--- src/rtl/cnn_loader_pkg.sv ---
// ============================================================================
// Module      : cnn_loader_pkg
// Description : Shared constants and state encodings for the CNN image loader.
// Revision    : 1.0 - initial release
// ============================================================================
`default_nettype none

package cnn_loader_pkg;

    localparam logic [7:0] SOF_BYTE = 8'hA5;

    typedef enum logic [1:0] {
        IDLE  = 2'd0,
        LOAD  = 2'd1,
        CHECK = 2'd2
    } loader_state_e;

    typedef enum logic [2:0] {
        IDLE_RX = 3'd0,
        START   = 3'd1,
        DATA    = 3'd2,
        PARITY  = 3'd3,
        STOP    = 3'd4
    } rx_state_e;

endpackage

`default_nettype wire

--- src/rtl/uart_rx_byte.sv ---
// ============================================================================
// Module      : uart_rx_byte
// Description : UART byte receiver with input synchroniser and mid-bit
//               sampling. Define PARITY_EN for 8E1 framing (default 8N1).
// Revision    : 1.0 - initial release
// ============================================================================
`default_nettype none

module uart_rx_byte #(
    parameter int CLKS_PER_BIT = 868
) (
    input  logic       clk__,
    input  logic       rst,
    input  logic       uart_rx,
    output logic       rx_valid,
    output logic [7:0] rx_byte,
    output logic       rx_err
);
    import cnn_loader_pkg::*;

    localparam int CNT_W = $clog2(CLKS_PER_BIT);
    localparam logic [CNT_W-1:0] C_HALF = CNT_W'(CLKS_PER_BIT / 2 - 1);
    localparam logic [CNT_W-1:0] C_FULL = CNT_W'(CLKS_PER_BIT - 1);

    rx_state_e        state_q, state_d;
    logic [1:0]       sync_q, sync_d;
    logic             prev_q, prev_d;
    logic [CNT_W-1:0] cnt_q, cnt_d;
    logic [2:0]       bit_q, bit_d;
    logic [7:0]       shift_q, shift_d;
    logic             par_err_q, par_err_d;
    logic             valid_q, valid_d;
    logic [7:0]       byte_q, byte_d;
    logic             err_q, err_d;
    logic             w_rx;

    assign w_rx = sync_q[1];

    always_comb begin
        state_d   = state_q;
        sync_d    = {sync_q[0], uart_rx};
        prev_d    = w_rx;
        cnt_d     = cnt_q;
        bit_d     = bit_q;
        shift_d   = shift_q;
        par_err_d = par_err_q;
        valid_d   = 1'b0;
        byte_d    = byte_q;
        err_d     = 1'b0;
        case (state_q)
            IDLE_RX: begin
                if (prev_q && !w_rx) begin
                    state_d = START;
                    cnt_d   = '0;
                end
            end
            START: begin
                // A start bit that is high again at its midpoint was a glitch.
                if (cnt_q == C_HALF) begin
                    cnt_d   = '0;
                    bit_d   = '0;
                    state_d = w_rx ? IDLE_RX : DATA;
                end else begin
                    cnt_d = cnt_q + 1'b1;
                end
            end
            DATA: begin
                if (cnt_q == C_FULL) begin
                    cnt_d   = '0;
                    shift_d = {w_rx, shift_q[7:1]};
                    bit_d   = bit_q + 1'b1;
                    if (bit_q == 3'd7) begin
`ifdef PARITY_EN
                        state_d = PARITY;
`else
                        state_d = STOP;
`endif
                    end
                end else begin
                    cnt_d = cnt_q + 1'b1;
                end
            end
            PARITY: begin
                if (cnt_q == C_FULL) begin
                    cnt_d     = '0;
                    par_err_d = ^{shift_q, w_rx};
                    state_d   = STOP;
                end else begin
                    cnt_d = cnt_q + 1'b1;
                end
            end
            STOP: begin
                if (cnt_q == C_FULL) begin
                    cnt_d     = '0;
                    par_err_d = 1'b0;
                    state_d   = IDLE_RX;
                    if (w_rx && !par_err_q) begin
                        valid_d = 1'b1;
                        byte_d  = shift_q;
                    end else begin
                        err_d = 1'b1;
                    end
                end else begin
                    cnt_d = cnt_q + 1'b1;
                end
            end
            default: state_d = IDLE_RX;
        endcase
    end

    always_ff @(posedge clk__ or posedge rst) begin
        if (rst) begin
            state_q   <= IDLE_RX;
            sync_q    <= 2'b11;
            prev_q    <= 1'b1;
            cnt_q     <= '0;
            bit_q     <= '0;
            shift_q   <= '0;
            par_err_q <= 1'b0;
            valid_q   <= 1'b0;
            byte_q    <= '0;
            err_q     <= 1'b0;
        end else begin
            state_q   <= state_d;
            sync_q    <= sync_d;
            prev_q    <= prev_d;
            cnt_q     <= cnt_d;
            bit_q     <= bit_d;
            shift_q   <= shift_d;
            par_err_q <= par_err_d;
            valid_q   <= valid_d;
            byte_q    <= byte_d;
            err_q     <= err_d;
        end
    end

    assign rx_valid = valid_q;
    assign rx_byte  = byte_q;
    assign rx_err   = err_q;

endmodule

`default_nettype wire

--- src/rtl/cnn_img_loader.sv ---
// ============================================================================
// Module      : cnn_img_loader
// Description : Receives a framed, checksummed image over UART and writes it
//               into the CNN image BRAM. PARITY_EN selects 8E1 framing.
// Revision    : 1.0 - initial release
// ============================================================================
`default_nettype none

module cnn_img_loader #(
    parameter int CLKS_PER_BIT = 868,
    parameter int DEPTH        = 784,
    parameter int ADDR_W       = 13,
    parameter int TIMEOUT_CLKS = 1000000
) (
    input  logic              clk__,
    input  logic              rst,
    input  logic              uart_rx,
    output logic              mem_we,
    output logic [ADDR_W-1:0] mem_addr,
    output logic [7:0]        mem_din,
    output logic              busy,
    output logic              img_valid,
    output logic              load_done,
    output logic              err_frame,
    output logic              err_csum,
    output logic              err_timeout
);
    import cnn_loader_pkg::*;

    localparam int TMO_W = $clog2(TIMEOUT_CLKS + 1);
    localparam logic [ADDR_W-1:0] C_LAST = ADDR_W'(DEPTH - 1);
    localparam logic [TMO_W-1:0]  C_TMO  = TMO_W'(TIMEOUT_CLKS);

    logic       rx_valid;
    logic [7:0] rx_byte;
    logic       rx_err;

    uart_rx_byte #(
        .CLKS_PER_BIT(CLKS_PER_BIT)
    ) u_rx (
        .clk__   (clk__),
        .rst     (rst),
        .uart_rx (uart_rx),
        .rx_valid(rx_valid),
        .rx_byte (rx_byte),
        .rx_err  (rx_err)
    );

    loader_state_e     state_q, state_d;
    logic [ADDR_W-1:0] count_q, count_d;
    logic [7:0]        csum_q, csum_d;
    logic [TMO_W-1:0]  tmo_q, tmo_d;
    logic              mem_we_q, mem_we_d;
    logic [ADDR_W-1:0] mem_addr_q, mem_addr_d;
    logic [7:0]        mem_din_q, mem_din_d;
    logic              busy_q, busy_d;
    logic              img_valid_q, img_valid_d;
    logic              load_done_q, load_done_d;
    logic              err_frame_q, err_frame_d;
    logic              err_csum_q, err_csum_d;
    logic              err_timeout_q, err_timeout_d;

    always_comb begin
        state_d       = state_q;
        count_d       = count_q;
        csum_d        = csum_q;
        tmo_d         = tmo_q;
        mem_we_d      = 1'b0;
        mem_addr_d    = mem_addr_q;
        mem_din_d     = mem_din_q;
        busy_d        = busy_q;
        img_valid_d   = img_valid_q;
        load_done_d   = 1'b0;
        err_frame_d   = err_frame_q | rx_err;
        err_csum_d    = err_csum_q;
        err_timeout_d = err_timeout_q;
        case (state_q)
            IDLE: begin
                if (rx_valid && rx_byte == SOF_BYTE) begin
                    state_d       = LOAD;
                    count_d       = '0;
                    csum_d        = '0;
                    tmo_d         = C_TMO;
                    busy_d        = 1'b1;
                    img_valid_d   = 1'b0;
                    err_frame_d   = 1'b0;
                    err_csum_d    = 1'b0;
                    err_timeout_d = 1'b0;
                end
            end
            LOAD, CHECK: begin
                if (rx_valid) begin
                    tmo_d = C_TMO;
                    if (state_q == LOAD) begin
                        mem_we_d   = 1'b1;
                        mem_addr_d = count_q;
                        mem_din_d  = rx_byte;
                        csum_d     = csum_q + rx_byte;
                        if (count_q == C_LAST) begin
                            state_d = CHECK;
                        end else begin
                            count_d = count_q + 1'b1;
                        end
                    end else begin
                        if (rx_byte == csum_q) begin
                            img_valid_d = 1'b1;
                            load_done_d = 1'b1;
                        end else begin
                            err_csum_d = 1'b1;
                        end
                        busy_d  = 1'b0;
                        state_d = IDLE;
                    end
                end else if (rx_err) begin
                    busy_d  = 1'b0;
                    state_d = IDLE;
                end else if (tmo_q == '0) begin
                    err_timeout_d = 1'b1;
                    busy_d        = 1'b0;
                    state_d       = IDLE;
                end else begin
                    tmo_d = tmo_q - 1'b1;
                end
            end
            default: state_d = IDLE;
        endcase
    end

    always_ff @(posedge clk__ or posedge rst) begin
        if (rst) begin
            state_q       <= IDLE;
            count_q       <= '0;
            csum_q        <= '0;
            tmo_q         <= '0;
            mem_we_q      <= 1'b0;
            mem_addr_q    <= '0;
            mem_din_q     <= '0;
            busy_q        <= 1'b0;
            img_valid_q   <= 1'b0;
            load_done_q   <= 1'b0;
            err_frame_q   <= 1'b0;
            err_csum_q    <= 1'b0;
            err_timeout_q <= 1'b0;
        end else begin
            state_q       <= state_d;
            count_q       <= count_d;
            csum_q        <= csum_d;
            tmo_q         <= tmo_d;
            mem_we_q      <= mem_we_d;
            mem_addr_q    <= mem_addr_d;
            mem_din_q     <= mem_din_d;
            busy_q        <= busy_d;
            img_valid_q   <= img_valid_d;
            load_done_q   <= load_done_d;
            err_frame_q   <= err_frame_d;
            err_csum_q    <= err_csum_d;
            err_timeout_q <= err_timeout_d;
        end
    end

    assign mem_we      = mem_we_q;
    assign mem_addr    = mem_addr_q;
    assign mem_din     = mem_din_q;
    assign busy        = busy_q;
    assign img_valid   = img_valid_q;
    assign load_done   = load_done_q;
    assign err_frame   = err_frame_q;
    assign err_csum    = err_csum_q;
    assign err_timeout = err_timeout_q;

endmodule

`default_nettype wire

--- config.mk ---
export PLATFORM = sky130hd
export DESIGN_NAME = cnn_img_loader
export DESIGN_NICKNAME = d
export VERILOG_FILES = /design/src/rtl/cnn_loader_pkg.sv /design/src/rtl/uart_rx_byte.sv /design/src/rtl/cnn_img_loader.sv
export SDC_FILE = /design/constraint.sdc
export NUM_CORES = 1
export LEC_CHECK = 0
export BUFFER_PORTS_ARGS = -buffer_cell sky130_fd_sc_hd__buf_2
export CAP_MARGIN = 40
export CORE_MARGIN = 2
export CORE_UTILIZATION = 50
export CTS_CLUSTER_DIAMETER = 50
export DETAILED_ROUTE_END_ITERATION = 6
export PLACE_DENSITY_LB_ADDON = 0.15
export SYNTH_ARGS = -nofsm -noshare
export SYNTH_HDL_FRONTEND = slang
export SYNTH_HIERARCHICAL = 1
export SYNTH_SLANG_ARGS = --single-unit
export TNS_END_PERCENT = 1
--- constraint.sdc ---
create_clock -name clk__ -period 3 [get_ports clk__]
set_input_delay 0.15 -clock clk__ [delete_from_list [all_inputs] [get_ports clk__]]
set_output_delay 0.15 -clock clk__ [all_outputs]
set_load 0.1 [all_outputs]
==> results of run 1 <==
## synthesized netlist by cell type (4+ instances only)
library cell / n / area share (%)
dfrtp_1: 106 / 45
nand2_1: 84 / 5.4
nor2_1: 33 / 2.1
inv_1: 25 / 1.6
o21ai_0: 25 / 2.1
a21oi_1: 24 / 2.0
nor3_1: 20 / 1.7
nand3_1: 19 / 1.6
ha_1: 18 / 3.8
clkbuf_1: 15 / 0.96
nand4_1: 13 / 1.4
xor2_1: 12 / 1.8
or3_1: 11 / 1.2
or4_1: 11 / 1.4
mux2_2: 10 / 1.9
nor2b_1: 9 / 0.96
mux2_4: 8 / 2.0
o211ai_1: 8 / 1.0
and3_1: 7 / 0.75
nor4_1: 7 / 0.75
o31ai_1: 7 / 0.89
or2_2: 7 / 0.75
nand2b_1: 6 / 0.64
xnor2_1: 6 / 0.89
mux2i_1: 5 / 0.85
a22o_1: 4 / 0.60
nand4b_1: 4 / 0.60
o21ai_1: 4 / 0.34
o221ai_1: 4 / 0.60
o22ai_1: 4 / 0.43
## cell type report
cell class / count / area, sq um
fillers: 1015 / 4940
multi-input cells: 433 / 2930
flip-flops and latches: 109 / 2730
repair buffers: 47 / 295
clock buffers: 14 / 264
well taps: 143 / 179
inverters: 26 / 97.6
clock inverters: 1 / 30.0
## where the power goes
part / switching, W / leakage, nW / total (W) / internal, W
Clock: 0.000524 / 0.143 / 0.00121 / 0.000690
Sequential: 0.0000653 / 1.51 / 0.00157 / 0.00150
Combinational: 0.000184 / 1.63 / 0.000295 / 0.000110
Total: 0.000774 / 3.28 / 0.00307 / 0.00230
## worst max-delay path: stages (launching register included)
cell,delay [ns]
dfrtp_1,0.41
inv_1,0.13
ha_1,0.29
inv_2,0.12
o41a_1,0.53
or4_1,0.53
or4_1,0.41
o21ai_1,0.08
## per-stage QoR
step                      std cells  total power (W)  util (%)  cell area, sq um  setup slack (ns)
after floorplan                 591          0.00179         -              5880             0.719
after global placement          756          0.00188      54.2              6210             0.547
after detailed placement        756          0.00188      54.2              6210             0.447
after CTS                       773          0.00311      56.9              6530             0.430
after global routing            773          0.00321      56.9              6530             0.239
final                           773          0.00307      56.9              6530             0.417
## cell families after synthesis
| group | count (synthesis) | synth area share [%] |
|---|---|---|
| XOR/XNOR | 19 | 3.07 |
| flip-flops | 109 | 46.5 |
| buffers and inverters | 49 | 3.64 |
| adder cells (fa/ha/maj) | 19 | 4.17 |
| AO/OA/AOI/OAI | 117 | 14.2 |
| AND/OR/NAND/NOR | 255 | 23.6 |
| multiplexers | 23 | 4.81 |
## flip-flops by register name, indices dropped and copies added, names as in the netlist, 2 cells and up
register / cells
tmo_q: 20
count_q: 13
mem_addr: 13
u_rx/cnt_q: 10
csum_q: 8
mem_din: 8
u_rx/rx_byte: 8
u_rx/shift_q: 8
u_rx/bit_q: 3
u_rx/state_q: 3
state_q: 2
u_rx/sync_q: 2
## metal layers
layer | vias up | wire length [um] | share of wire, % | global-route usage [%]
met5 | - | 0 | 0 | 0
met4 | 0 | 167 | 1.3 | 5.85
met3 | 15 | 413 | 3.2 | 4.97
met2 | 66 | 6060 | 47 | 34.2
met1 | 2256 | 6230 | 48 | 30.3
li1 | 2219 | - | - | -
## timing repair
item,4_1_cts,5_1_grt
hold buffers,2,0
hold endpoints to repair,107,0
resized for setup,0,0
## worst max path at each step
stage	startpoint	end	slack [ns]	depth (start not counted)
final	state_q[0]	tmo_q[5]	0.42	7
after global routing	state_q[0]	tmo_q[13]	0.24	8
after CTS	state_q[0]	tmo_q[5]	0.43	7
after detailed placement	state_q[0]	tmo_q[10]	0.45	7
after global placement	state_q[0]	tmo_q[10]	0.55	7
after floorplan	state_q[0]	tmo_q[5]	0.72	7
==> results_dict.tcl, run 1 <==
set metrics [dict create \
    finalCritPeriodShare_pct 86.1 \
    crit_required_ns 3.28 \
    min_from "u_rx/sync_q[0]" \
    slew_viol_final 0 \
    final_nets 648 \
    holdPathStages 0 \
    layout_commonest_cell "dfrtp_1" \
    hpwl_mm 8.95 \
    slew_headroom_pct 46.0 \
    hold_path_end "u_rx/sync_q[1]" \
    drc 0 \
    postCtsSetupBuffers 0 \
    rsz0062_at_grt "false" \
    ant_nets 0 \
    syn_area_sq_mm 0.00588 \
    p_per_area_mw_per_mm2 471 \
    endpoint_kind "register" \
    cts.clk_slew.worst_paths_ns 0.07 \
    antenna_found_initial 0 \
    fp.dieW_um 112 \
    io_buffer_count 30 \
    dieArea_sq_mm 0.0126 \
    routed_wl_mm 12.9 \
    floorplan.rows 39 \
    hold_viol 0 \
    numCtsBuffers 9 \
    place.gp.congestion 0.832 \
    fmax_mhz 387 \
    grt_start_max_net_pins 72 \
    r2r_end "tmo_q[5]" \
    drive_gt1_share_pct 16.5 \
    gr-total-overflow 0 \
    syn_nets 613 \
    ir_worst_vdd_v 0.000427 \
    yosysWarnings 6 \
    fin_tns_setup_ns 0 \
    cts_root_buf "clkbuf_16" \
    diodes 0 \
    r2r_cells 7 \
    ys.flop_type "dfrtp_1" \
    synthArstFlopShare_pct 100 \
    outcome "finished, final reports clean" \
    power_leakage_nw 3.28 \
    clock_sinks 109 \
    timing.hold.ws_ns 0.369 \
    startpoint_type "register" \
    tightest_slew_ns 0.810 \
    clockBufferDepth 2 \
    vias_per_cell 5.89 \
    ff2ff_setup_slack_ns 0.42 \
    drtIter0Drc 306 \
    grt_pass1_vias 4410 \
    skew_ns 0.00664 \
    synthToLayoutAreaGrowth_pct 11.1 \
    reg2reg_from "state_q[0]" \
    die_h_um 112 \
    vias 4556 \
    initial_core_util_pct 51.2 \
    coreArea_sq_mm 0.0115 \
    firstDrtPassIters 5 \
    syn_avg_cell_area_sq_um 9.94 \
    synth_edf_count 0 \
    grt_util_all_layers_pct 21.6 \
    io_pins 31 \
    synth-seq-area-share_pct 46.5 \
    cap_violations 0 \
    htree_levels 3 \
    final_cell_mix "dfrtp_1 (106), nand2_1 (84), nor2_1 (33)" \
    synth_seq_cells 109 \
    critPathKind "register to register" \
    grt_first_pass_wirelength_mm 22.0 \
    cts_tree "done" \
    layout_min_cycle_time_ns 2.58 \
    critPathMaxFanout 7 \
    clk_latency_ns 0.36 \
    hold_path_class "register to register" \
    setup_viol 0 \
    routedWlPerCell_um 16.6 \
    postSynthCellCount 591 \
    ys_types 80 \
    cp.arrival_ns 2.86 \
]
Power figures use the tool's default switching activity.
==> inputs of run 2 (changes only) <==
==> constraint.sdc (replaced) <==
create_clock -name clk__ -period 3 [get_ports clk__]
set_input_delay 0.3 -clock clk__ [delete_from_list [all_inputs] [get_ports clk__]]
set_output_delay 0.3 -clock clk__ [all_outputs]
set_load 0.1 [all_outputs]
==> run 2 against run 1 <==
  * Core utilization fell by 0.46 points
  * Global-route usage decreased by 0.44 points
  * Die area is the same
  * First-iteration DRC count up 32%
  * Largest cell class unchanged
  * Combinational power hardly changed
  * Critical path depth did not move
  * Final cell count shrank 0.39%
  * Flip-flop and latch count did not move
  * Clock power fell by 7%
  * Wire length down 1.8%
  * Clock skew rose by 0.00085 ns
  * Sequential power barely moved
==> results_dict.tcl, run 2 (synthesis gave the netlist of run 1 again) <==
set metrics [dict create \
    outcome "finished, final reports clean" \
    startpoint_type "register" \
    io_pins 31 \
    synthToLayoutAreaGrowth_pct 10.2 \
    p_sw_share_pct 27.2 \
    setup_viol 0 \
    regMostFlops "tmo_q" \
    routedWlPerCell_um 16.4 \
    cts_resized 0 \
    largest_reg_flops 20 \
    critPathMaxFanout 13 \
    gr-total-overflow 0 \
    place.gp.congestion 0.838 \
    cpMostUsedCell "or4_1" \
    crit_required_ns 3.29 \
    hpwl_mm 8.68 \
    tightest_slew_ns 0.758 \
    slew_headroom_pct 49.4 \
    slew_viol_final 0 \
    p_per_area_mw_per_mm2 461 \
    fp.dieW_um 112 \
    cts_root_buf "clkbuf_16" \
    antenna_found_initial 0 \
    dieArea_sq_mm 0.0126 \
    clk_latency_ns 0.36 \
    rsz0062_at_grt "false" \
    numCtsBuffers 9 \
    fmax_mhz 366 \
    postCtsSetupBuffers 0 \
    drive_gt1_share_pct 16.9 \
    endpoint_kind "register" \
    cts_tree "done" \
    hold_path_class "input port to register" \
    initial_core_util_pct 51.2 \
    slowest_stage "o41a_1" \
    cp.arrival_ns 3.02 \
    path_cells "inv_1, ha_1, inv_2, o41a_1, or4_1, or4_1, o21ai_1" \
    layout_min_cycle_time_ns 2.73 \
    vias_per_cell 5.88 \
    final_cell_mix "dfrtp_1 (106), nand2_1 (84), nor2_1 (33)" \
    p_clk_share_pct 37.7 \
    io_buffer_count 30 \
    routed_wl_mm 12.6 \
    post-route-util_pct 56.5 \
    critPathKind "register to register" \
    grt_start_max_net_pins 41 \
    ir_worst_vdd_v 0.000394 \
    drc 0 \
    vias 4524 \
    floorplan.rows 39 \
    slowest_delay_ns 0.63 \
    ant_nets 0 \
    diodes 0 \
    grt_pass1_vias 4403 \
    grt_util_all_layers_pct 21.2 \
    cap_violations 0 \
    layout_commonest_cell "dfrtp_1" \
    die_h_um 112 \
    drtIter0Drc 403 \
    p_comb_share_pct 9.9 \
    cts.clk_slew.worst_paths_ns 0.07 \
    fin_tns_setup_ns 0 \
    clock_sinks 109 \
    skew_ns 0.00749 \
    grt_first_pass_wirelength_mm 21.8 \
    clockBufferDepth 2 \
    hold_viol 0 \
    p_int_w 0.00217 \
    final_nets 644 \
    power_leakage_nw 3.25 \
    pwr-share-seq_pct 52.5 \
    htree_levels 3 \
    finalCritPeriodShare_pct 91.1 \
    ctsHoldBuffers 0 \
    p_switching_w 0.000812 \
    coreArea_sq_mm 0.0115 \
    firstDrtPassIters 5 \
]
[run 2: changes by cell type in the layout (fill, tap and decap cells not counted), sizes merged]
cell | previous run | this run
bufinv | 1 | 0
clkinvlp | 0 | 2
dlygate4sd3 | 2 | 0
clkbuf | 14 | 9
buf | 45 | 43
inv | 26 | 27
clkinv | 0 | 4
[run 2: cell type report]
type                    instances  area, sq um
clock buffers                   9          225
clock inverters                 7         51.3
fillers                       984         4990
inverters                      26         97.6
multi-input cells             433         2930
flip-flops and latches        109         2730
well taps                     143          179
repair buffers                 43          260
[run 2: power groups by stage]
stage	logic [W]	registers (W)	clock network [W]
floorplan	0.000239	0.00155	0
CTS	0.000296	0.00156	0.00116
detailed placement	0.000294	0.00159	0
global placement	0.000284	0.00159	0
finish	0.000295	0.00157	0.00112
global route	0.000334	0.00158	0.00122
[run 2: stage by stage]
step	total power, W	instance area (sq um)	setup WS, ns	cells	hold WS [ns]
after floorplan	0.00179	5880	0.719	591	0.304
after global placement	0.00187	6200	0.436	754	0.351
after detailed placement	0.00189	6200	0.316	754	0.350
after CTS	0.00302	6480	0.328	770	0.0262
after global routing	0.00313	6480	0.162	770	0.0235
final	0.00299	6480	0.266	770	0.0390
[run 2: final timing paths]
check,cells past startpoint,to,slack (ns),startpoint
min in group asynchronous,2,tmo_q[16],0.05,rst
min,1,u_rx/sync_q[0],0.04,uart_rx
min reg2reg,0,u_rx/sync_q[1],0.36,u_rx/sync_q[0]
max,7,tmo_q[5],0.27,state_q[0]
max in group asynchronous,3,count_q[5],2.28,rst
max reg2reg,7,tmo_q[5],0.27,state_q[0]
[run 2: routing by layer]
metal	part of all wire (%)	vias to the layer above	global-route usage, %
met4	1.5	0	7.56
met2	45	100	31.3
met5	0	-	0
met1	49	2198	30.7
li1	-	2213	-
met3	4.4	13	5.13
[run 2: critical path, delay by kind of cell, from the launching register on]
kind / cells / cell delay (ns)
AO/OA/AOI/OAI: 2 / 0.71
adder cells (fa/ha/maj): 1 / 0.31
buffers and inverters: 2 / 0.24
flip-flops: 1 / 0.41
AND/OR/NAND/NOR: 2 / 0.98
==> inputs of run 3 (changes only) <==
Settings changed: CORE_ASPECT_RATIO from default to 1.5, MAX_ROUTING_LAYER from default to met4.
Clock period 3 ns to 2.44 ns, I/O delays scaled along.
==> run 3 against run 2 <==
  * Setup slack worse by 0.16 ns
  * Clock skew hardly changed
  * Wire length is 3.8% higher
  * Combinational power is 40% higher
  * Cell area is 3.0% higher
  * Global-route usage is 1.5 points higher
  * Critical path depth stayed put
  * Total power is 26% higher
  * Count of clock-buffer cells in the layout is 1 higher
  * Sequential share of layout area is 1.2 points lower
  * Largest cell class unchanged
  * Largest power group unchanged
==> results_dict.tcl, run 3 (synthesis gave the netlist of run 1 again) <==
set metrics [dict create \
    post-route-util_pct 58.1 \
    design_area_sq_mm 0.00667 \
    clock_sinks 109 \
    fin_tns_setup_ns 0 \
    setup_ws_ns 0.111 \
    final_cell_mix "dfrtp_1 (106), nand2_1 (84), nor2_1 (33)" \
    drive_gt1_share_pct 19.1 \
    wl_met1_mm 5.26 \
    highest-signal-layer "met4" \
    drtIter0Drc 213 \
    cap_violations 0 \
    power_leakage_nw 3.36 \
    hold_path_class "input port to async pin" \
    placed_area_sq_mm 0.00634 \
    vias 4631 \
    cts_root_buf "clkbuf_16" \
    htree_levels 3 \
    slew_viol_final 0 \
    numCtsBuffers 9 \
    firstDrtPassIters 4 \
    fmax_mhz 429 \
    layout_commonest_cell "dfrtp_1" \
    antenna_found_initial 0 \
    dr_wl_met2_mm 6.98 \
    clockBufferDepth 2 \
    cts.clk_slew.worst_paths_ns 0.07 \
    startpoint_type "register" \
    hold_viol 0 \
    io_pins 31 \
    p_per_area_mw_per_mm2 563 \
    grt_util_all_layers_pct 22.7 \
    ir_worst_vdd_v 0.000450 \
    slowest_delay_ns 0.50 \
    rsz0062_at_grt "false" \
    finalCritPeriodShare_pct 95.5 \
    grt_first_pass_wirelength_mm 22.0 \
    place_inst 777 \
    path_cells "inv_1, ha_2, inv_2, o41a_1, or4_1, or4_1, o21ai_1" \
    clk_latency_ns 0.35 \
    cp.arrival_ns 2.60 \
    gr-total-overflow 0 \
    critPathMaxFanout 5 \
    layout_min_cycle_time_ns 2.33 \
    synthToLayoutAreaGrowth_pct 13.5 \
    dieArea_sq_mm 0.0127 \
    cts_tree "done" \
    critPathKind "register to register" \
    dp_slack_ns 0.121 \
    wl_met3_um 407 \
    slew_headroom_pct 51.6 \
    regMostFlops "tmo_q" \
    floorplan.rows 48 \
    slowest_stage "or4_1" \
    endpoint_kind "register" \
    routed_wl_mm 13.1 \
    ant_nets 0 \
    fp.dieW_um 92.5 \
    final-seq-area_sq_mm 0.00273 \
    vias_per_cell 5.83 \
    outcome "finished, final reports clean" \
    coreArea_sq_mm 0.0115 \
    largest_reg_flops 20 \
    drc 0 \
    multi_input_area_sq_mm 0.00295 \
    initial_core_util_pct 51.2 \
    place.gp.congestion 0.864 \
    cpMostUsedCell "or4_1" \
    hpwl_mm 9.66 \
    io_buffer_count 30 \
    routedWlPerCell_um 16.5 \
    grt_start_max_net_pins 69 \
    final_cell_count_no_fill 794 \
    diodes 0 \
    die_h_um 137 \
    skew_ns 0.00761 \
    grt_pass1_vias 4638 \
    n_fill_cell 1017 \
    tightest_slew_ns 0.716 \
    setup_viol 0 \
    crit_required_ns 2.71 \
    final_nets 662 \
]
==> run 3: where the power goes <==
| group | internal (W) | switching, W | total, W | leakage [nW] |
|---|---|---|---|---|
| sequential | 0.00184 | 0.0000548 | 0.00190 | 1.51 |
| combinational | 0.000151 | 0.000261 | 0.000412 | 1.71 |
| clock | 0.000796 | 0.000648 | 0.00144 | 0.143 |
| total | 0.00279 | 0.000963 | 0.00376 | 3.36 |
==> run 3: timing repair <==
action / CTS / global route
endpoints found under the setup margin: 0 / 1
hold buffers: 2 / 0
setup buffers: 0 / 0
resized for setup: 0 / 3
endpoints found under the hold margin: 4 / 0
==> run 3: layer usage <==
layer,vias up,track usage [%]
met5,-,-
met4,0,11.9
met3,32,3.30
met2,103,39.4
met1,2254,25.1
li1,2242,-
==> run 3: worst paths after layout <==
check | slack [ns] | depth (start not counted) | to | from
setup / recovery | 0.11 | 7 | tmo_q[5] | state_q[0]
hold / removal | 0.33 | 3 | mem_addr[11] | rst
setup reg to reg | 0.11 | 7 | tmo_q[5] | state_q[0]
hold reg to reg | 0.36 | 0 | u_rx/sync_q[1] | u_rx/sync_q[0]
max in group asynchronous | 1.50 | 4 | u_rx/sync_q[1] | rst
min in group clk__ | 0.36 | 0 | u_rx/sync_q[1] | u_rx/sync_q[0]
==> run 3: layout make-up <==
cell class | instances | share of cell area (%)
Clock buffer | 10 | 3.43
Clock inverter | 5 | 0.919
Inverter | 26 | 1.46
Multi-Input combinational cell | 433 | 44.2
Sequential cell | 109 | 41.0
Tap cell | 150 | 2.81
Timing Repair Buffer | 61 | 6.19
==> run 3: metrics by stage <==
step / hold WS, ns / power, W
floorplan: 0.248 / 0.00221
global placement: 0.135 / 0.00233
detailed placement: 0.139 / 0.00234
CTS: 0.332 / 0.00380
global route: 0.337 / 0.00392
finish: 0.332 / 0.00376
==> run 3: worst max-delay path: cells and delay by family, from the launching register on <==
kind,cells,cell delay [ns]
and+or+nand+nor,2,0.90
AOI/OAI and AO/OA,2,0.55
buffers and inverters,2,0.19
adders and majority gates,1,0.21
DFF,1,0.40
